**src/rtl/debug_overlay_pkg.sv**
```systemverilog
// Shared constants for the debug hex overlay: cell geometry, the blank glyph code and the 8x8 hex font.
package debug_overlay_pkg;

    localparam int CELL_W_DOTS   = 16;
    localparam int CELL_H        = 8;
    localparam int CHARS_PER_ROW = 6;
    localparam int BOX_W_DOTS    = CELL_W_DOTS * CHARS_PER_ROW;

    // Glyph codes are {blank, nibble}; any code with bit 4 set renders empty.
    localparam int          CODE_W = 5;
    localparam logic [4:0]  BLANK  = 5'h10;

    // 16 glyphs x 8 rows, bit 7 is the leftmost pixel.
    localparam logic [7:0] FONT_HEX [16][8] = '{
        '{8'h3C, 8'h66, 8'h6E, 8'h76, 8'h66, 8'h66, 8'h3C, 8'h00},
        '{8'h18, 8'h38, 8'h18, 8'h18, 8'h18, 8'h18, 8'h7E, 8'h00},
        '{8'h3C, 8'h66, 8'h06, 8'h0C, 8'h30, 8'h60, 8'h7E, 8'h00},
        '{8'h3C, 8'h66, 8'h06, 8'h1C, 8'h06, 8'h66, 8'h3C, 8'h00},
        '{8'h0C, 8'h1C, 8'h3C, 8'h6C, 8'h7E, 8'h0C, 8'h0C, 8'h00},
        '{8'h7E, 8'h60, 8'h7C, 8'h06, 8'h06, 8'h66, 8'h3C, 8'h00},
        '{8'h3C, 8'h60, 8'h7C, 8'h66, 8'h66, 8'h66, 8'h3C, 8'h00},
        '{8'h7E, 8'h06, 8'h0C, 8'h18, 8'h30, 8'h30, 8'h30, 8'h00},
        '{8'h3C, 8'h66, 8'h66, 8'h3C, 8'h66, 8'h66, 8'h3C, 8'h00},
        '{8'h3C, 8'h66, 8'h66, 8'h3E, 8'h06, 8'h0C, 8'h38, 8'h00},
        '{8'h18, 8'h3C, 8'h66, 8'h66, 8'h7E, 8'h66, 8'h66, 8'h00},
        '{8'h7C, 8'h66, 8'h66, 8'h7C, 8'h66, 8'h66, 8'h7C, 8'h00},
        '{8'h3C, 8'h66, 8'h60, 8'h60, 8'h60, 8'h66, 8'h3C, 8'h00},
        '{8'h78, 8'h6C, 8'h66, 8'h66, 8'h66, 8'h6C, 8'h78, 8'h00},
        '{8'h7E, 8'h60, 8'h60, 8'h7C, 8'h60, 8'h60, 8'h7E, 8'h00},
        '{8'h7E, 8'h60, 8'h60, 8'h7C, 8'h60, 8'h60, 8'h60, 8'h00}
    };

endpackage

```
**src/rtl/debug_hex_font_rom.sv**
```systemverilog
// Hex font lookup (glyph code, glyph row) -> pixel byte; 1-cycle registered, no backpressure.
// Blank codes return an all-zero byte.
module debug_hex_font_rom
    import debug_overlay_pkg::*;
(
    input  logic              clk,
    input  logic              rst_n,
    input  logic [CODE_W-1:0] code,
    input  logic [2:0]        gy,
    output logic [7:0]        font_byte
);

    logic [7:0] byte_d;
    logic [7:0] byte_q;

    always_comb begin
        byte_d = 8'h00;
        if (!code[CODE_W-1]) begin
            byte_d = FONT_HEX[code[3:0]][gy];
        end
    end

    always_ff @(posedge clk or negedge rst_n) begin
        if (!rst_n) begin
            byte_q <= 8'h00;
        end else begin
            byte_q <= byte_d;
        end
    end

    assign font_byte = byte_q;

endmodule

```
**src/rtl/debug_hex_overlay.sv**
```systemverilog
// Renders NUM_ENTRIES debug words as hex text over live VGA video; 3-cycle latency, free-running, no backpressure.
// Macro DEBUG_OVERLAY_BLEND_EN: in-window background shows dimmed video instead of opaque black.
module debug_hex_overlay
    import debug_overlay_pkg::*;
#(
    parameter int         NUM_ENTRIES = 8,
    parameter int         ORIGIN_X    = 336,
    parameter int         ORIGIN_Y    = 53,
    parameter logic [8:0] FG_RGB      = 9'h1FF
) (
    input  logic        CLOCK_50,
    input  logic        RST_N,
    input  logic [19:0] dot,
    input  logic [19:0] y_count_in,
    input  logic [23:0] debug_ramAddress,
    input  logic [15:0] debug_ramData,
    input  logic        debug_flagReadOK,
    input  logic        overlay_en,
    input  logic [2:0]  r_in,
    input  logic [2:0]  g_in,
    input  logic [2:0]  b_in,
    output logic [2:0]  r_out,
    output logic [2:0]  g_out,
    output logic [2:0]  b_out
);

    localparam logic [19:0] X_LO = 20'(ORIGIN_X);
    localparam logic [19:0] X_HI = 20'(ORIGIN_X + BOX_W_DOTS);
    localparam logic [19:0] Y_LO = 20'(ORIGIN_Y);
    localparam logic [19:0] Y_HI = 20'(ORIGIN_Y + CELL_H * NUM_ENTRIES);

    logic [15:0] shadow_d  [NUM_ENTRIES];
    logic [15:0] shadow_q  [NUM_ENTRIES];
    logic [15:0] display_d [NUM_ENTRIES];
    logic [15:0] display_q [NUM_ENTRIES];

    // Register file: writes land in shadow; display copies shadow once per frame.
    logic wr_ok;
    logic snap;

    always_comb begin
        wr_ok = debug_flagReadOK && (debug_ramAddress < 24'(NUM_ENTRIES));
        snap  = (y_count_in == 20'd0) && (dot == 20'd0);
        for (int i = 0; i < NUM_ENTRIES; i++) begin
            shadow_d[i]  = shadow_q[i];
            display_d[i] = display_q[i];
            if (wr_ok && (debug_ramAddress == 24'(i))) begin
                shadow_d[i] = debug_ramData;
            end
            if (snap) begin
                display_d[i] = shadow_q[i];
            end
        end
    end

    // S1: window test and cell/glyph coordinates.
    logic       in_win_d, in_win_q;
    logic [2:0] col_d, col_q;
    logic [2:0] gx_d, gx_q;
    logic [3:0] row_d, row_q;
    logic [2:0] gy_d, gy_q;
    logic       en1_d, en1_q;
    logic [8:0] vid1_d, vid1_q;
    logic [6:0] rel_x;
    logic [6:0] rel_y;

    always_comb begin
        in_win_d = (dot >= X_LO) && (dot < X_HI) &&
                   (y_count_in >= Y_LO) && (y_count_in < Y_HI);
        rel_x    = 7'(dot - X_LO);
        rel_y    = 7'(y_count_in - Y_LO);
        col_d    = rel_x[6:4];
        gx_d     = rel_x[3:1];
        row_d    = rel_y[6:3];
        gy_d     = rel_y[2:0];
        en1_d    = overlay_en;
        vid1_d   = {r_in, g_in, b_in};
    end

    // S2: pick the glyph code for this cell; the font ROM registers the row byte.
    logic              win2_d, win2_q;
    logic [2:0]        gx2_d, gx2_q;
    logic              en2_d, en2_q;
    logic [8:0]        vid2_d, vid2_q;
    logic [15:0]       word;
    logic [CODE_W-1:0] code;
    logic [7:0]        font_byte;

    always_comb begin
        word = 16'h0000;
        for (int i = 0; i < NUM_ENTRIES; i++) begin
            if (row_q == 4'(i)) begin
                word = display_q[i];
            end
        end
        case (col_q)
            3'd0:    code = {1'b0, row_q};
            3'd2:    code = {1'b0, word[15:12]};
            3'd3:    code = {1'b0, word[11:8]};
            3'd4:    code = {1'b0, word[7:4]};
            3'd5:    code = {1'b0, word[3:0]};
            default: code = BLANK;
        endcase
        win2_d = in_win_q;
        gx2_d  = gx_q;
        en2_d  = en1_q;
        vid2_d = vid1_q;
    end

    debug_hex_font_rom u_font (
        .clk       (CLOCK_50),
        .rst_n     (RST_N),
        .code      (code),
        .gy        (gy_q),
        .font_byte (font_byte)
    );

    // S3: glyph bit selects foreground, background or pass-through.
    logic       glyph_bit;
    logic [8:0] bg_rgb;
    logic [8:0] out_d, out_q;

    always_comb begin
        glyph_bit = font_byte[3'd7 - gx2_q];
`ifdef DEBUG_OVERLAY_BLEND_EN
        bg_rgb = {1'b0, vid2_q[8:7], 1'b0, vid2_q[5:4], 1'b0, vid2_q[2:1]};
`else
        bg_rgb = 9'h000;
`endif
        if (!en2_q || !win2_q) begin
            out_d = vid2_q;
        end else if (glyph_bit) begin
            out_d = FG_RGB;
        end else begin
            out_d = bg_rgb;
        end
    end

    always_ff @(posedge CLOCK_50 or negedge RST_N) begin
        if (!RST_N) begin
            for (int i = 0; i < NUM_ENTRIES; i++) begin
                shadow_q[i]  <= 16'h0000;
                display_q[i] <= 16'h0000;
            end
            in_win_q <= 1'b0;
            col_q    <= 3'd0;
            gx_q     <= 3'd0;
            row_q    <= 4'd0;
            gy_q     <= 3'd0;
            en1_q    <= 1'b0;
            vid1_q   <= 9'h000;
            win2_q   <= 1'b0;
            gx2_q    <= 3'd0;
            en2_q    <= 1'b0;
            vid2_q   <= 9'h000;
            out_q    <= 9'h000;
        end else begin
            for (int i = 0; i < NUM_ENTRIES; i++) begin
                shadow_q[i]  <= shadow_d[i];
                display_q[i] <= display_d[i];
            end
            in_win_q <= in_win_d;
            col_q    <= col_d;
            gx_q     <= gx_d;
            row_q    <= row_d;
            gy_q     <= gy_d;
            en1_q    <= en1_d;
            vid1_q   <= vid1_d;
            win2_q   <= win2_d;
            gx2_q    <= gx2_d;
            en2_q    <= en2_d;
            vid2_q   <= vid2_d;
            out_q    <= out_d;
        end
    end

    assign r_out = out_q[8:6];
    assign g_out = out_q[5:3];
    assign b_out = out_q[2:0];

endmodule

```
**config.mk**
```make
export PLATFORM = sky130hd
export DESIGN_NAME = debug_hex_overlay
export DESIGN_NICKNAME = d
export VERILOG_FILES = /design/src/rtl/debug_overlay_pkg.sv /design/src/rtl/debug_hex_font_rom.sv /design/src/rtl/debug_hex_overlay.sv
export SDC_FILE = /design/constraint.sdc
export NUM_CORES = 1
export LEC_CHECK = 0
export ABC_AREA = 1
export CAP_MARGIN = 10
export CORE_UTILIZATION = 35
export CTS_BUF_LIST = sky130_fd_sc_hd__clkbuf_4
export CTS_CLUSTER_DIAMETER = 100
export DETAILED_ROUTE_END_ITERATION = 16
export PLACE_DENSITY = 0.49
export REMOVE_ABC_BUFFERS = 1
export SETUP_SLACK_MARGIN = 0.15
export SYNTH_ARGS = -nofsm -noshare
export SYNTH_HDL_FRONTEND = slang
export SYNTH_SLANG_ARGS = --single-unit
```
**constraint.sdc**
```tcl
create_clock -name CLOCK_50 -period 3.85 [get_ports CLOCK_50]
set_input_delay 0.77 -clock CLOCK_50 [delete_from_list [all_inputs] [get_ports CLOCK_50]]
set_output_delay 0.77 -clock CLOCK_50 [all_outputs]
set_load 0.1 [all_outputs]
```
* After elaboration in Yosys (flattened, before gate mapping)
Memories as Yosys holds them, arrays and structs flattened.
Cells that the tools add are included.
** Storage, ports and cells
- Register bits :: 311
- Bits in read-only memories :: 1024
- Bits of input ports :: 93
- Output and inout bits :: 9
- Logic and storage cells :: 101
- Memories :: 1
** Memories
- (no name shown) :: depth 16, width 64, rd ports 1, clocked after Yosys merged registers in 0, wr ports 0, line debug_hex_font_rom.sv:19 : byte_d = FONT_HEX[code[3:0]][gy];
** Operators by class
- Add/sub/neg operators :: 3
- Order comparisons :: 8
- Eq/ne operators :: 18
- Multiplexer cells :: 19
- Bitwise logic cells :: 2
- Reductions and logical operators :: 21
** Operators with widths (count)
- $mux W16 :: 8
- $mux W64 :: 2
- $eq A24 B3 Y1 const B :: 4
- $eq A24 B2 Y1 const B :: 2
- $logic_not A20 Y1 :: 2
- $pmux W5 S5 :: 1
- $bmux W8 S3 :: 1
- $eq A24 B1 Y1 const B :: 1
- $logic_not A24 Y1 :: 1
- $lt A24 B4 Y1 const B :: 1
- $mux W8 :: 3
- $ge A20 B6 Y1 const B :: 1
- $ge A20 B9 Y1 const B :: 1
- $lt A20 B7 Y1 const B :: 1
- $lt A20 B9 Y1 const B :: 1
- $mux W9 :: 2
- $eq A4 B3 Y1 const B :: 4
- $logic_and A1 B1 Y1 :: 13
- $eq A4 B2 Y1 const B :: 2
- $sub A7 B6 Y7 const B :: 1
- $sub A7 B7 Y7 const B :: 1
- $eq A3 B2 Y1 const B :: 2
- $eq A3 B3 Y1 const B :: 2
- $ge A5 B5 Y1 const B :: 1
- 12 further kinds :: 13

* Logic depth before layout (Yosys ltp)
Gate-level depths: netlist (run 1).
- Depth in word-level cells :: 18
- Depth in mapped cells :: 24
- Gate-level depth less buffers :: 22

* By module
From an unflattened synthesis (run 1), not the netlist that was laid out.
** Unflattened totals
- Cells, all modules :: 1743
- Area total of the unflattened synthesis :: 14179.8 um^2
** Modules (own cells, without submodules)
- debug_hex_overlay :: times used 1, cells each 1517, area an instance 12969.9 um^2, sequential area each 7582.3 um^2
- debug_hex_font_rom :: times used 1, cells each 226, area an instance 1209.9 um^2, sequential area each 150.1 um^2

* Worst setup path after synthesis (run 1)
OpenSTA, ideal clock, no wires.
- Kind :: reg-to-reg
- From :: register row_q[1]
- To :: register u_font.byte_q[6] (netlist: u_font.font_byte[6])
- Library setup time :: 0.077 ns
- Arrival time :: 2.589 ns
- Data required time :: 3.773 ns
- Path slack :: 1.183 ns
- Cell stages (with the launch flop) :: 21
- Buffers on the path :: 2
- Clock period less this slack :: 2.667 ns
- Cells stage by stage :: dfrtp_1 buf_6 inv_2 nor2_8 nand2_1 inv_2 buf_4 a21oi_1 nand4_1 a21oi_1 nand3_1 ha_1 inv_1 nand3_1 nand2_1 nand3_1 nor2_1 nor2_1 nand2_1 nand2_1 a21oi_1
** On the way
- Cells in the longest elaborated chain, start to end :: 18
** RTL lines
- start, declared :: line debug_hex_overlay.sv:60 : logic [3:0] row_d, row_q;
- start signal, assigned :: line debug_hex_overlay.sv:165 : row_q <= row_d;
- $logic_not A4 Y1 :: line debug_hex_overlay.sv:92 : if (row_q == 4'(i)) begin
- $mux W16 (8 in a row) :: line debug_hex_overlay.sv:92
- $pmux W5 S5 * :: line debug_hex_overlay.sv:96 : case (col_q)
- $not A4 Y5 (implied by the code) * :: line debug_hex_font_rom.sv:19
- $mem_v2 Z16 W64 *
- $mux W64 (implied by the code) * (2 in a row) :: line debug_hex_font_rom.sv:19
- $bmux W8 S3 * :: line debug_hex_font_rom.sv:19
- $mux W8 (implied by the code) * (2 in a row) :: line debug_hex_font_rom.sv:19
- $mux W8 * :: line debug_hex_font_rom.sv:18 : if (!code[CODE_W-1]) begin
- named net u_font.byte_d[6] :: line debug_hex_font_rom.sv:13 : logic [7:0] byte_d;
- end signal, assigned :: line debug_hex_font_rom.sv:27 : byte_q <= byte_d;
- end, declared :: line debug_hex_font_rom.sv:14 : logic [7:0] byte_q;
The timed path passes the listed nets; every way through them passes the cells marked *. The select of a mux whose other input is x is not followed.
A chain may end at the register's enable or synchronous reset.

* Final worst setup path (run 1)
- From :: register row_q[1]
- To :: register u_font.byte_q[5] (netlist: u_font.font_byte[5])
The elaborated chain is that of the path after synthesis.

==> out/metrics.cfg, run 1 <==
[synth]
synth_ff_type = dfrtp_1
synth.ff_latch_count = 309
synth_commonest_cells = nand2_1, dfrtp_1, inv_1
yosys.area_share.simple_pct = 20.1
synth_most_common_cell = nand2_1
syn-instance-count = 1587
synthTopCellsByArea = dfrtp_1, nand2_1, inv_1
synthMuxAreaShare_pct = 5.15
netlist_area_mm2 = 0.0140
synth_compound_gate_area_share_pct = 9.50
synth_area_leader_cell = dfrtp_1
synthAdderAreaFrac_pct = 1.34
synth_top_area_share_pct = 55.3
syn_area_per_cell_um2 = 8.82
yosysSeqAreaShare_pct = 55.3
synth_edf_count = 0
synthXorXnorAreaFrac_pct = 0.313
yosysWarningCount = 0
yosysUniqueCellTypes = 41
synthArstFlopShare_pct = 100
synth_top_family_by_area = simple AND/OR/NAND/NOR gates

[floorplanning]
die_h_um = 202
fp.dieW_um = 202
rows = 72
die-area_mm2 = 0.0408
io_pins = 102
core_mm2 = 0.0390
floorplan.initialDensity_pct = 35.9

[sta]
fin_skew_ns = 0.0351
max_clock_freq_ghz = 0.303
worst_slack_ns = 0.548
rsz0062_at_grt = no
post-route-period-util_pct = 85.8
worst_pin_slew_ns = 1.01
period_needed_ns = 3.30
slew_headroom_pct = 32.3
slew_viol_final = 0
finalSetupViolCount = 0
tns_ns = 0
holdWs_ns = 0.343
hold_viol_final = 0

[pwr]
total_power_uw = 7040
total_leakage_power_uw = 0.00846
power_frac_clock_pct = 43.1
peakVddDrop_v = 0.000192
powerDensity_mw_per_mm2 = 418
internal_power_uw = 5210
swShare_pct = 25.9
seq_power_share_pct = 47.3
combPwrFrac_pct = 9.6
switchingPower_uw = 1820

[worst_setup_path]
worstReg2RegStart = row_q[1]$_DFF_PN0_
start_kind = flop
end_kind = flop
timing.rr.end = u_font.font_byte[5]$_DFF_PN0_
required_ns = 4.47
reg2reg_depth = 20
cp-startpoint = row_q[1]$_DFF_PN0_
crit_path_max_fanout = 14
critPathArrivalTime_ns = 3.92
ff2ff_setup_slack_ns = 0.55
crit_type = flop to flop

[finish]
fillCellCount = 3916
final_cells = 2322
fin_nets = 1850
area_growth_syn_to_layout_pct = 20.2
layout-drive-gt1-share_pct = 15.0

[drt]
final_antenna_net_count = 0
wire_per_inst_um = 15.4
routed_wl_mm = 35.8
drc = 0
top_layer = met4
routed-wl-met3_mm = 1.50
dr_wl_met2_mm = 16.2
routed_via_density = 4.68
route.vias.total = 10872
dr.pass1.iters = 5
wirelength_met1_mm = 17.0
drt_iter0_drc = 738

[clock_tree]
cts_tree = done
cts_root_buf = clkbuf_4
clock_path_buffers = 3
h-tree-depth = 3
cts_sinks = 309
clock_latency_ns = 0.74
cts_resized = 0
path_clk_slew_ns = 0.07
cts_made_buffers = 83

[global_route]
grt_first_pass_wirelength_mm = 59.5
track_usage_pct = 18.6
grt-ovfl-total = 0
antenna_found_initial = 1
grt_max_degree = 134
first_global_vias = 11061

[placement]
post-place-ws_ns = 0.432
place_hpwl_mm = 24.0
placedCellCount = 2172
gp_congestion = 0.887
port-buffer-count = 101

[status]
status = completed

[min_path]
hold_start = vid1_q[4]$_DFF_PN0_
worstHoldPathType = flop to flop
hold-path-endpoint = vid2_q[4]$_DFF_PN0_
min_path_cells = 0

[flow_run]
drv_cap = 0

## power groups by stage
stage                     Sequential [uW]  Combinational [uW]  Clock, uW
after global placement               3390                 679          0
after detailed placement             3390                 679          0
final                                3330                 678       3030
after floorplan                      3410                 297          0
after CTS                            3330                 682       3160
after global routing                 3330                 762       3340
## critical path, cell delays in order, from the launching register on
cell     delay [ns]
dfrtp_1        0.64
inv_2          0.14
nor2_8         0.23
nand2_1        0.18
inv_2          0.29
a21oi_1        0.11
nand4_1        0.10
nand2_1        0.05
nand2_1        0.12
inv_1          0.08
nand2_1        0.07
nor2_2         0.07
ha_1           0.27
nor2_1         0.22
nand2_1        0.08
nand2_1        0.08
nand2_1        0.09
o21ai_1        0.13
nand2_1        0.06
nor2_1         0.10
nor2_1         0.06
## cell type report
class	instances	area (um^2)	area share (%)
Antenna cell	1	2.50	0.0149
Clock buffer	125	938	5.58
Clock inverter	21	168	0.997
Inverter	221	830	4.93
Multi-Input combinational cell	989	5100	30.4
Sequential cell	309	7730	46.0
Tap cell	518	648	3.85
Timing Repair Buffer	138	1400	8.30
## cell families after synthesis
kind of cell / count (synthesis)
mux: 64
compound gates: 261
fa+ha+maj: 15
xor+xnor: 5
buf+inv: 289
simple gates: 644
flops: 309
## how the worst max path moves through the flow
stage | endpoint | slack [ns] | cells past startpoint
6_report | u_font.font_byte[5]$_DFF_PN0_ | 0.55 | 20
5_1_grt | u_font.font_byte[5]$_DFF_PN0_ | 0.22 | 20
4_1_cts | u_font.font_byte[4]$_DFF_PN0_ | 0.43 | 17
3_5_place_dp | display_q[82]$_DFFE_PN0P_ | 0.43 | 7
3_3_place_gp | u_font.font_byte[4]$_DFF_PN0_ | 0.37 | 17
2_1_floorplan | display_q[100]$_DFFE_PN0P_ | -1.47 | 5
## registers in the layout, indices dropped and copies added (netlist names), 3 cells and up
signal	count
gx2_q	3
u_font.font_byte	6
gx2_d	3
out_q	9
vid2_q	9
col_q	3
display_q	128
shadow_q	128
vid1_q	9
gy_q	3
row_q	4
## cells in the final DEF, fill, tap and decap left out, types with 4 or more instances in the layout
| cell type | synthesis | layout |
|---|---|---|
| inv_2 | 10 | 11 |
| dfrtp_1 | 309 | 309 |
| nand2_1 | 343 | 342 |
| ha_1 | 15 | 15 |
| o21ai_1 | 6 | 6 |
| clkbuf_4 | 0 | 125 |
| or2_1 | 4 | 4 |
| xnor2_1 | 4 | 4 |
| o21ai_0 | 149 | 149 |
| clkdlybuf4s50_1 | 0 | 100 |
| mux2_2 | 64 | 64 |
| nor2_1 | 124 | 124 |
| clkinv_1 | 0 | 14 |
| nor2_4 | 4 | 4 |
| nand3_1 | 104 | 104 |
| o211ai_1 | 4 | 4 |
| nor4_1 | 9 | 9 |
| buf_4 | 5 | 28 |
| nand4_1 | 20 | 20 |
| a21oi_1 | 97 | 97 |
| nor2_2 | 9 | 9 |
| or2_0 | 5 | 5 |
| buf_12 | 0 | 8 |
| inv_1 | 211 | 211 |
## per-stage QoR
| step | instance area [um^2] | utilization [%] |
|---|---|---|
| 2_1_floorplan | 13700 | - |
| 3_3_place_gp | 15700 | 40.2 |
| 3_5_place_dp | 15700 | 40.2 |
| 4_1_cts | 16800 | 43.0 |
| 5_1_grt | 16800 | 43.1 |
| 6_report | 16800 | 43.1 |
## what timing repair did
item / CTS / global route
hold buffers: 1 / 0
buffers inserted: 0 / 2
setup endpoints to repair: 0 / 2
endpoints found under the hold margin: 4 / 0
## metal layers
layer  track usage, %  vias to the layer above
li1                 -                     5431
met1             25.8                     5117
met2             28.6                      255
met3             3.22                       69
met4             7.63                        0
met5                0                        -
Note: power is estimated with default switching activity, not from simulation.
==> inputs of run 2 (changes only) <==
--- a/config.mk
+++ b/config.mk
@@ -11,6 +11,7 @@
 export CTS_BUF_LIST = sky130_fd_sc_hd__clkbuf_4
 export CTS_CLUSTER_DIAMETER = 100
 export DETAILED_ROUTE_END_ITERATION = 16
+export MAX_ROUTING_LAYER = met4
 export PLACE_DENSITY = 0.49
 export REMOVE_ABC_BUFFERS = 1
 export SETUP_SLACK_MARGIN = 0.15
==> out/metrics.cfg, run 2 (synthesized netlist as in run 1, its figures left out) <==
[worst_setup_path]
end_kind = flop
crit_chain = inv_1, nor2_4, buf_4, nand3_1, nand3_1, a21oi_1, nand4_1, nand2_1, nand2_1, nor2_1, ha_1, nand2_1, nand2_1, nand2_1, nand2_1, nand2_1, nand2_1, nor2_1, nor2_1, nor2_1
critPathArrivalTime_ns = 3.93
crit_type = flop to flop
crit_path_max_fanout = 17
path_buf_inv = 2
critPathTopFamily = simple AND/OR/NAND/NOR gates
required_ns = 4.49
critPathMaxStageDelay_ns = 0.53
start_kind = flop
critical_path_depth = 20
slowest_stage = dfrtp_1
reg2reg_depth = 20
critPathMostFrequentCell = nand2_1

[global_route]
first_global_vias = 10718
grt-ovfl-total = 0
grt_max_degree = 119
grt_first_pass_wirelength_mm = 57.8
track_usage_pct = 18.7
antenna_found_initial = 3

[pwr]
powerDensity_mw_per_mm2 = 416
switchingPower_uw = 1790
peakVddDrop_v = 0.000180
internal_power_uw = 5180
total_power_uw = 6970
swShare_pct = 25.7
power_frac_clock_pct = 42.6
seq_power_share_pct = 47.8
total_leakage_power_uw = 0.00843
combPwrFrac_pct = 9.7

[floorplanning]
die-area_mm2 = 0.0408
io_pins = 102
floorplan.initialDensity_pct = 35.9
die_h_um = 202
core_mm2 = 0.0390
fp.dieW_um = 202
rows = 72

[flow_run]
drv_cap = 0

[drt]
dr.pass1.iters = 5
wirelength_met1_mm = 17.0
drt_iter0_drc = 665
routed_via_density = 4.65
final_antenna_net_count = 0
dr_wl_met2_mm = 16.0
routed_wl_mm = 35.4
route.vias.total = 10756
top_layer = met4
routed-wl-met3_mm = 1.47
wire_per_inst_um = 15.3
drc = 0

[sta]
period_needed_ns = 3.29
finalSetupViolCount = 0
hold_viol_final = 0
slew_viol_final = 0
worst_slack_ns = 0.560
max_clock_freq_ghz = 0.304
post-route-period-util_pct = 85.4
worst_pin_slew_ns = 1.00
rsz0062_at_grt = no
fin_skew_ns = 0.0284
slew_headroom_pct = 33.0

[clock_tree]
clock_path_buffers = 3
cts_sinks = 309
h-tree-depth = 3
postCtsHoldBufs = 0
cts_root_buf = clkbuf_4
cts_resized = 0
cts_tree = done
cts_setup_buffers = 0
clock_latency_ns = 0.77
cts_made_buffers = 83
path_clk_slew_ns = 0.06

[finish]
fillCellCount = 3928
layout-drive-gt1-share_pct = 14.9
area_growth_syn_to_layout_pct = 19.8
fin_nets = 1845
top_regs = display_q (128), shadow_q (128)
final_util_pct = 43.0
final_common_cell = nand2_1
mostFrequentLayoutCells = nand2_1, dfrtp_1, inv_1

[min_path]
worstHoldPathType = input port to async pin

[placement]
gp_congestion = 0.885
post-place-ws_ns = 0.404
place_hpwl_mm = 23.8
port-buffer-count = 101

[status]
status = completed

[run 2: changes by cell type in the layout (fill, tap and decap cells not counted)]
| cell | delta |
|---|---|
| inv_2 | +1 |
| clkinv_1 | -9 |
| clkinv_4 | +1 |
| inv_6 | -1 |
| buf_4 | -5 |
| dfrtp_2 | +1 |
| diode_2 | +4 |
| clkinv_2 | -1 |
| dfrtp_1 | -1 |
| clkbuf_4 | -1 |
| buf_12 | +1 |
| dlygate4sd3_1 | -1 |
[run 2: layout make-up]
| type | count | area, um^2 | area share (%) |
|---|---|---|---|
| clock inverters | 12 | 133 | 0.791 |
| well taps | 518 | 648 | 3.87 |
| clock buffers | 124 | 931 | 5.55 |
| inverters | 221 | 830 | 4.95 |
| repair buffers | 133 | 1370 | 8.17 |
| multi-input cells | 989 | 5100 | 30.5 |
| flip-flops and latches | 309 | 7730 | 46.1 |
| diodes | 5 | 12.5 | 0.0746 |
[run 2: per-stage QoR]
step | cells | hold WS (ns) | instance area, um^2 | setup TNS, ns
2_1_floorplan | 1519 | 0.331 | 13700 | -172.54
3_3_place_gp | 2170 | 0.332 | 15700 | 0
3_5_place_dp | 2170 | 0.335 | 15700 | 0
4_1_cts | 2306 | 0.0573 | 16700 | 0
5_1_grt | 2311 | 0.0461 | 16800 | 0
6_report | 2311 | 0.0366 | 16800 | 0
[run 2: worst register-to-register path, stage by stage, from the launching register on]
cell,delay (ns)
dfrtp_1,0.53
inv_1,0.21
nor2_4,0.04
buf_4,0.22
nand3_1,0.10
nand3_1,0.09
a21oi_1,0.24
nand4_1,0.12
nand2_1,0.08
nand2_1,0.11
nor2_1,0.31
ha_1,0.34
nand2_1,0.16
nand2_1,0.13
nand2_1,0.05
nand2_1,0.08
nand2_1,0.05
nand2_1,0.10
nor2_1,0.06
nor2_1,0.11
nor2_1,0.05
[run 2: power by group through the flow]
stage / clock network [uW] / registers (uW) / logic (uW)
after global placement: 0 / 3390 / 684
after CTS: 3090 / 3330 / 684
after floorplan: 0 / 3410 / 297
after global routing: 3270 / 3330 / 760
final: 2970 / 3330 / 674
after detailed placement: 0 / 3390 / 682
[run 2: final timing paths]
path	startpoint	endpoint	slack, ns
setup / recovery	row_q[0]$_DFF_PN0_	u_font.font_byte[1]$_DFF_PN0_	0.56
hold reg to reg	vid1_q[1]$_DFF_PN0_	vid2_q[1]$_DFF_PN0_	0.34
setup reg to reg	row_q[0]$_DFF_PN0_	u_font.font_byte[1]$_DFF_PN0_	0.56
max in group asynchronous	RST_N	shadow_q[75]$_DFFE_PN0P_	2.89
min in group CLOCK_50	vid1_q[1]$_DFF_PN0_	vid2_q[1]$_DFF_PN0_	0.34
hold / removal	RST_N	shadow_q[82]$_DFFE_PN0P_	0.04
[run 2: metal layers]
metal | GRT usage [%] | up-vias
met2 | 28.3 | 242
met5 | - | -
li1 | - | 5412
met4 | 6.76 | 0
met1 | 24.9 | 5028
met3 | 3.48 | 74
